<file path="src/rtl/nn_pkg.sv">
// Shared helpers for the NN datapath blocks.
// - clog2 / idx_width / num_beats: elaboration-time sizing helpers.
// - gt_cmp: strict greater-than on operands already widened to CmpWidth
//   (callers sign- or zero-extend so one compare serves both modes).
// - argmax_state_e: FSM state encoding for argmax_stream.
package nn_pkg;

    // Scores up to this width are supported by gt_cmp.
    localparam int unsigned CmpWidth = 64;

    typedef enum logic [1:0] {
        StIdle,
        StAccum,
        StDone
    } argmax_state_e;

    function automatic int unsigned clog2(input int unsigned n);
        int unsigned v;
        int unsigned r;
        r = 0;
        if (n > 1) begin
            v = n - 1;
            while (v > 0) begin
                v = v >> 1;
                r++;
            end
        end
        return r;
    endfunction

    // Index width that is never zero, even for a single element.
    function automatic int unsigned idx_width(input int unsigned n);
        return (clog2(n) == 0) ? 1 : clog2(n);
    endfunction

    function automatic int unsigned num_beats(input int unsigned n, input int unsigned lanes);
        return (n + lanes - 1) / lanes;
    endfunction

    function automatic logic gt_cmp(input logic [CmpWidth-1:0] a,
                                    input logic [CmpWidth-1:0] b,
                                    input bit                  signed_mode);
        if (signed_mode) begin
            return $signed(a) > $signed(b);
        end
        return a > b;
    endfunction

endpackage

</file>
<file path="src/rtl/argmax_lane_tree.sv">
// Combinational local-max selector for one beat of LANES scores.
// Ports:
//   data_i     LANES*DATA_WIDTH  beat payload, lane 0 in the LSBs
//   lane_en_i  LANES             lanes allowed to compete
//   max_val_o  DATA_WIDTH        largest enabled score
//   max_lane_o LANE_IDX_WIDTH    lane of that score (lowest lane on ties)
module argmax_lane_tree
    import nn_pkg::*;
#(
    parameter int unsigned  DATA_WIDTH     = 16,
    parameter int unsigned  LANES          = 5,
    parameter bit           SIGNED         = 1'b1,
    localparam int unsigned LANE_IDX_WIDTH = idx_width(LANES)
) (
    input  logic [LANES*DATA_WIDTH-1:0] data_i,
    input  logic [LANES-1:0]            lane_en_i,
    output logic [DATA_WIDTH-1:0]       max_val_o,
    output logic [LANE_IDX_WIDTH-1:0]   max_lane_o
);

    function automatic logic [CmpWidth-1:0] widen(input logic [DATA_WIDTH-1:0] x);
        if (SIGNED) begin
            return CmpWidth'($signed(x));
        end
        return CmpWidth'(x);
    endfunction

    // Priority scan: a later lane only wins when strictly greater, so ties
    // keep the lower lane.
    always_comb begin : p_scan
        logic                  found;
        logic [DATA_WIDTH-1:0] cand;
        found      = 1'b0;
        cand       = '0;
        max_val_o  = '0;
        max_lane_o = '0;
        for (int unsigned i = 0; i < LANES; i++) begin
            cand = data_i[i*DATA_WIDTH +: DATA_WIDTH];
            if (lane_en_i[i] && (!found || gt_cmp(widen(cand), widen(max_val_o), SIGNED))) begin
                max_val_o  = cand;
                max_lane_o = LANE_IDX_WIDTH'(i);
                found      = 1'b1;
            end
        end
    end

endmodule

</file>
<file path="src/rtl/argmax_stream.sv">
// Streaming argmax: finds the largest of INPUT_NUM scores delivered as beats
// of LANES elements and returns the value and its global index.
// Ports:
//   clk, rst_n      clock, asynchronous active-low reset
//   data_in         beat payload, lane 0 in the LSBs
//   data_valid      beat present; accepted when data_ready is also 1
//   data_ready      !output_valid || output_ready
//   flush           drops a partial vector (ignored once the result is done)
//   output_data     maximum value, meaningful while output_valid
//   output_index    global index of the maximum (lowest index on ties)
//   output_valid    result present; consumed when output_ready is also 1
//   output_ready    result sink ready
module argmax_stream
    import nn_pkg::*;
#(
    parameter int unsigned  DATA_WIDTH = 16,
    parameter int unsigned  INPUT_NUM  = 10,
    parameter int unsigned  LANES      = 5,
    parameter bit           SIGNED     = 1'b1,
    localparam int unsigned NUM_BEATS  = num_beats(INPUT_NUM, LANES),
    localparam int unsigned IDX_WIDTH  = idx_width(INPUT_NUM)
) (
    input  logic                        clk,
    input  logic                        rst_n,
    input  logic [LANES*DATA_WIDTH-1:0] data_in,
    input  logic                        data_valid,
    output logic                        data_ready,
    input  logic                        flush,
    output logic [DATA_WIDTH-1:0]       output_data,
    output logic [IDX_WIDTH-1:0]        output_index,
    output logic                        output_valid,
    input  logic                        output_ready
);

    localparam int unsigned LaneIdxWidth = idx_width(LANES);
    localparam int unsigned BeatCntWidth = idx_width(NUM_BEATS);

    argmax_state_e             state_q, state_d;
    logic [BeatCntWidth-1:0]   beat_cnt_q, beat_cnt_d;
    logic [DATA_WIDTH-1:0]     run_val_q, run_val_d;
    logic [IDX_WIDTH-1:0]      run_idx_q, run_idx_d;
    logic [DATA_WIDTH-1:0]     out_val_q, out_val_d;
    logic [IDX_WIDTH-1:0]      out_idx_q, out_idx_d;

    logic [31:0]               beat_base;
    logic [LANES-1:0]          lane_en;
    logic [DATA_WIDTH-1:0]     local_val;
    logic [LaneIdxWidth-1:0]   local_lane;
    logic [IDX_WIDTH-1:0]      local_idx;
    logic                      local_gt;
    logic [DATA_WIDTH-1:0]     merged_val;
    logic [IDX_WIDTH-1:0]      merged_idx;
    logic                      accept;

    function automatic logic [CmpWidth-1:0] widen(input logic [DATA_WIDTH-1:0] x);
        if (SIGNED) begin
            return CmpWidth'($signed(x));
        end
        return CmpWidth'(x);
    endfunction

    // beat_cnt_q is zero outside ACCUM, so a first beat always starts at index 0.
    assign beat_base = 32'(beat_cnt_q) * 32'(LANES);

    // Masks lanes past the end of the vector on a partial last beat.
    always_comb begin
        lane_en = '0;
        for (int unsigned i = 0; i < LANES; i++) begin
            lane_en[i] = (beat_base + 32'(i)) < 32'(INPUT_NUM);
        end
    end

    argmax_lane_tree #(
        .DATA_WIDTH (DATA_WIDTH),
        .LANES      (LANES),
        .SIGNED     (SIGNED)
    ) u_lane_tree (
        .data_i     (data_in),
        .lane_en_i  (lane_en),
        .max_val_o  (local_val),
        .max_lane_o (local_lane)
    );

    assign local_idx  = IDX_WIDTH'(beat_base + 32'(local_lane));
    // Strictly greater only: an equal later score keeps the earlier index.
    assign local_gt   = gt_cmp(widen(local_val), widen(run_val_q), SIGNED);
    assign merged_val = local_gt ? local_val : run_val_q;
    assign merged_idx = local_gt ? local_idx : run_idx_q;
    assign accept     = data_valid && data_ready;

    always_ff @(posedge clk or negedge rst_n) begin
        if (!rst_n) begin
            state_q    <= StIdle;
            beat_cnt_q <= '0;
            run_val_q  <= '0;
            run_idx_q  <= '0;
            out_val_q  <= '0;
            out_idx_q  <= '0;
        end else begin
            state_q    <= state_d;
            beat_cnt_q <= beat_cnt_d;
            run_val_q  <= run_val_d;
            run_idx_q  <= run_idx_d;
            out_val_q  <= out_val_d;
            out_idx_q  <= out_idx_d;
        end
    end

    always_comb begin : p_next
        logic start;
        start      = 1'b0;
        state_d    = state_q;
        beat_cnt_d = beat_cnt_q;
        run_val_d  = run_val_q;
        run_idx_d  = run_idx_q;
        out_val_d  = out_val_q;
        out_idx_d  = out_idx_q;

        unique case (state_q)
            StIdle: begin
                if (accept && !flush) begin
                    start = 1'b1;
                end
            end
            StAccum: begin
                if (flush) begin
                    state_d    = StIdle;
                    beat_cnt_d = '0;
                end else if (accept) begin
                    run_val_d = merged_val;
                    run_idx_d = merged_idx;
                    if (beat_cnt_q == BeatCntWidth'(NUM_BEATS - 1)) begin
                        state_d    = StDone;
                        beat_cnt_d = '0;
                        out_val_d  = merged_val;
                        out_idx_d  = merged_idx;
                    end else begin
                        beat_cnt_d = beat_cnt_q + 1'b1;
                    end
                end
            end
            StDone: begin
                // Result pops; a first beat in the same cycle starts the next vector.
                if (output_ready) begin
                    state_d = StIdle;
                    start   = accept;
                end
            end
            default: begin
                state_d    = StIdle;
                beat_cnt_d = '0;
            end
        endcase

        if (start) begin
            run_val_d = local_val;
            run_idx_d = local_idx;
            if (NUM_BEATS == 1) begin
                state_d   = StDone;
                out_val_d = local_val;
                out_idx_d = local_idx;
            end else begin
                state_d    = StAccum;
                beat_cnt_d = BeatCntWidth'(1);
            end
        end
    end

    always_comb begin
        output_valid = (state_q == StDone);
        data_ready   = !output_valid || output_ready;
        output_data  = out_val_q;
        output_index = out_idx_q;
    end

endmodule

</file>
<file path="config.mk">
export PLATFORM = sky130hd
export DESIGN_NAME = argmax_stream
export DESIGN_NICKNAME = d
export VERILOG_FILES = /design/src/rtl/nn_pkg.sv /design/src/rtl/argmax_lane_tree.sv /design/src/rtl/argmax_stream.sv
export SDC_FILE = /design/constraint.sdc
export NUM_CORES = 1
export LEC_CHECK = 0
export CELL_PAD_IN_SITES_DETAIL_PLACEMENT = 2
export CELL_PAD_IN_SITES_GLOBAL_PLACEMENT = 2
export CORE_ASPECT_RATIO = 1.4
export CORE_MARGIN = 5
export CORE_UTILIZATION = 30
export DETAILED_ROUTE_END_ITERATION = 8
export GPL_TIMING_DRIVEN = 1
export PLACE_DENSITY_LB_ADDON = 0.1
export SLEW_MARGIN = 20
export SYNTH_ARGS = -nofsm -noshare
export SYNTH_HDL_FRONTEND = slang
export SYNTH_SLANG_ARGS = --single-unit
</file>
<file path="constraint.sdc">
create_clock -name clk -period 4 [get_ports clk]
set_input_delay 0.8 -clock clk [delete_from_list [all_inputs] [get_ports clk]]
set_output_delay 0.8 -clock clk [all_outputs]
set_load 0.005 [all_outputs]
</file>
==> out/results.ini <==
[status]
status=complete, but fails checks
violations=setup timing

[global_route]
globalRouteMet2Util=0.465
antenna_found_initial=1
grt_use_total=0.222
top_usage_layer=met2
use_met1=0.204
met3_usage=0.0279
grt_pass1_wl_um=36000
grt_max_degree=44
overflow=0
grt_pass1_vias=7133

[timing]
fin_setup_tns_ps=-327800
slew_violations=0
relSlewSlack=0.570
finalClockSkew_ps=5.43
rsz0062_at_grt=yes
whs_ps=496
fmax_mhz=81.4
tightestPinTransition_ps=645
hold_viol_final=0
setup_viol=40
fin_ws_ps=-8280
timing.final.crit_share=3.07
layout_min_cycle_time_ps=12280

[floorplan]
rows=57
die_x_um=121
start_util=0.302
die_height_um=166
ios=107
dieArea_um2=20200
core_area_um2=17300

[final_layout]
fin_nets=1083
area_growth_pct=73.4
drive_gt1_frac=0.451
n_antenna_cell=0
fin_util=0.524
final_area_um2=9040
layout_commonest_cell=buf_4
layout_common_cells=buf_4 (205), clkdlybuf4s50_1 (73), ha_1 (61)

[setup_path]
slowest_delay_ps=430
worst_setup_path_start_kind=input port
path_common_cell=o21a_1
worst-endpoint-required_ps=4170
criticalPathCategory=in2reg
arrival_ps=12450
critPathMaxFanout=6
cp-end-kind=flip-flop
slowest_stage=or3b_4

[placed_design]
dpl_cell_area_um2=8110
gp_congestion=0.848
hpwl_um=18900
io_buffers=106

[synthesis]
synth_nets=778
synth_enable_flop_cells=0
synth-seq-cells=43
syn_area_um2=5220
yosysSeqAreaShare=0.206
async_flop_share=1.00
ys.warnings.count=0
yosysUniqueCellTypes=66
yosys_most_used_dff=dfrtp_1
synth_area_per_cell_um2=8.49
synthCells=614

[clock_tree]
cts.clk_slew.worst_paths_ps=70
insertion_delay_ps=290
cts_buffers=5
htree_levels=2
cts_root_buffer=clkbuf_16
clkSinkCount=43
cts_tree=done
cts_buffer_depth=2
cts_hold_buf=0

[power_and_ir_drop]
power_density_nw_per_um2=633
p_leak_nw=4.23
ir_worst_vdd_mv=0.287

[drt]
drc=0
dr.pass1.iters=4
num_vias=6252
viasPerCell=5.41
routedWlPerCell_um=24.6
wl_um=28500
drt_iter0_markers=193
postRouteAntennaNets=0

[job]
cap_violations=0

[worst_hold_path]
min_path_type=in2async

==> worst max-delay path: cells and delay by family <==
family	cells	cell delay, ps
and+or+nand+nor	14	2710
muxes	2	500
adders and majority gates	5	1400
buffers and inverters	7	1000
AOI/OAI and AO/OA	35	6020
==> synth_stat cells (15+ instances only) <==
| cell type | instances | share of area |
|---|---|---|
| dfrtp_1 | 43 | 0.21 |
| mux2i_1 | 35 | 0.067 |
| inv_1 | 57 | 0.041 |
| a21oi_1 | 51 | 0.049 |
| nor2_1 | 24 | 0.017 |
| o22ai_2 | 15 | 0.036 |
| nand2_1 | 47 | 0.034 |
| a21o_1 | 19 | 0.027 |
| or3_1 | 19 | 0.023 |
| o21a_1 | 15 | 0.022 |
| nand4_1 | 15 | 0.018 |
| ha_1 | 79 | 0.19 |
| o21ai_0 | 46 | 0.044 |
==> worst paths after layout <==
kind	start	end	slack, ps	cells past startpoint
min in group clk	output_index[2]	output_index[2]	500	2
worst max-delay path	data_in[29]	output_data[4]	-8280	63
worst min-delay path	rst_n	run_val_q[10]	500	1
worst max register to register	run_val_q[1]	output_data[4]	760	16
worst min register to register	output_index[2]	output_index[2]	500	2
max in group asynchronous	rst_n	beat_cnt_q	3110	1
==> routing by layer <==
layer	part of all wire	routed length, um	vias up
met3	0.026	736	76
li1	-	-	2869
met2	0.59	16700	158
met1	0.34	9650	3147
met5	0.00053	15	-
met4	0.048	1360	2
==> layout make-up <==
cell class              instances  area (um^2)
clock buffers                   6          139
clock inverters                 2         35.0
fillers                      1838         8220
inverters                      57          224
multi-input cells             486         4410
flip-flops and latches         43         1080
well taps                     236          295
repair buffers                326         2860
==> sequential cells by signal, summed over array words and instances, names as in the netlist <==
register / flops
beat_cnt_q: 1
output_data: 16
output_index: 4
run_idx_q: 4
run_val_q: 16
state_q: 2
==> through the flow <==
stage	total power, mW	cells	setup WS [ps]
detailed placement	4.48	1122	-8630
global route	6.06	1156	-8630
global placement	4.26	1122	-8060
finish	5.72	1156	-8280
floorplan	2.76	614	-7340
CTS	5.11	1137	-7950
==> cell families after synthesis <==
logic type,after synthesis,synth area share
DFF,43,0.206
AOI/OAI and AO/OA,209,0.293
and+or+nand+nor,153,0.154
xor gates and xnor gates,4,0.00672
adders and majority gates,80,0.192
muxes,40,0.0787
buffers and inverters,85,0.0691
==> what timing repair did <==
item | in CTS | in global routing
gates resized for setup | 19 | 168
endpoints found under the hold margin | 0 | 0
pin swaps | 16 | 61
setup endpoints to repair | 40 | 40
cloned | 0 | 5
buffers inserted | 7 | 14
==> report_power, final <==
part / leakage, nW / switching [mW] / internal (mW) / total [mW]
combinational: 3.64 / 2.18 / 2.25 / 4.43
clock: 0.0868 / 0.182 / 0.311 / 0.493
sequential: 0.499 / 0.151 / 0.649 / 0.800
total: 4.23 / 2.52 / 3.21 / 5.72
Note: power is estimated with default switching activity, not from simulation.
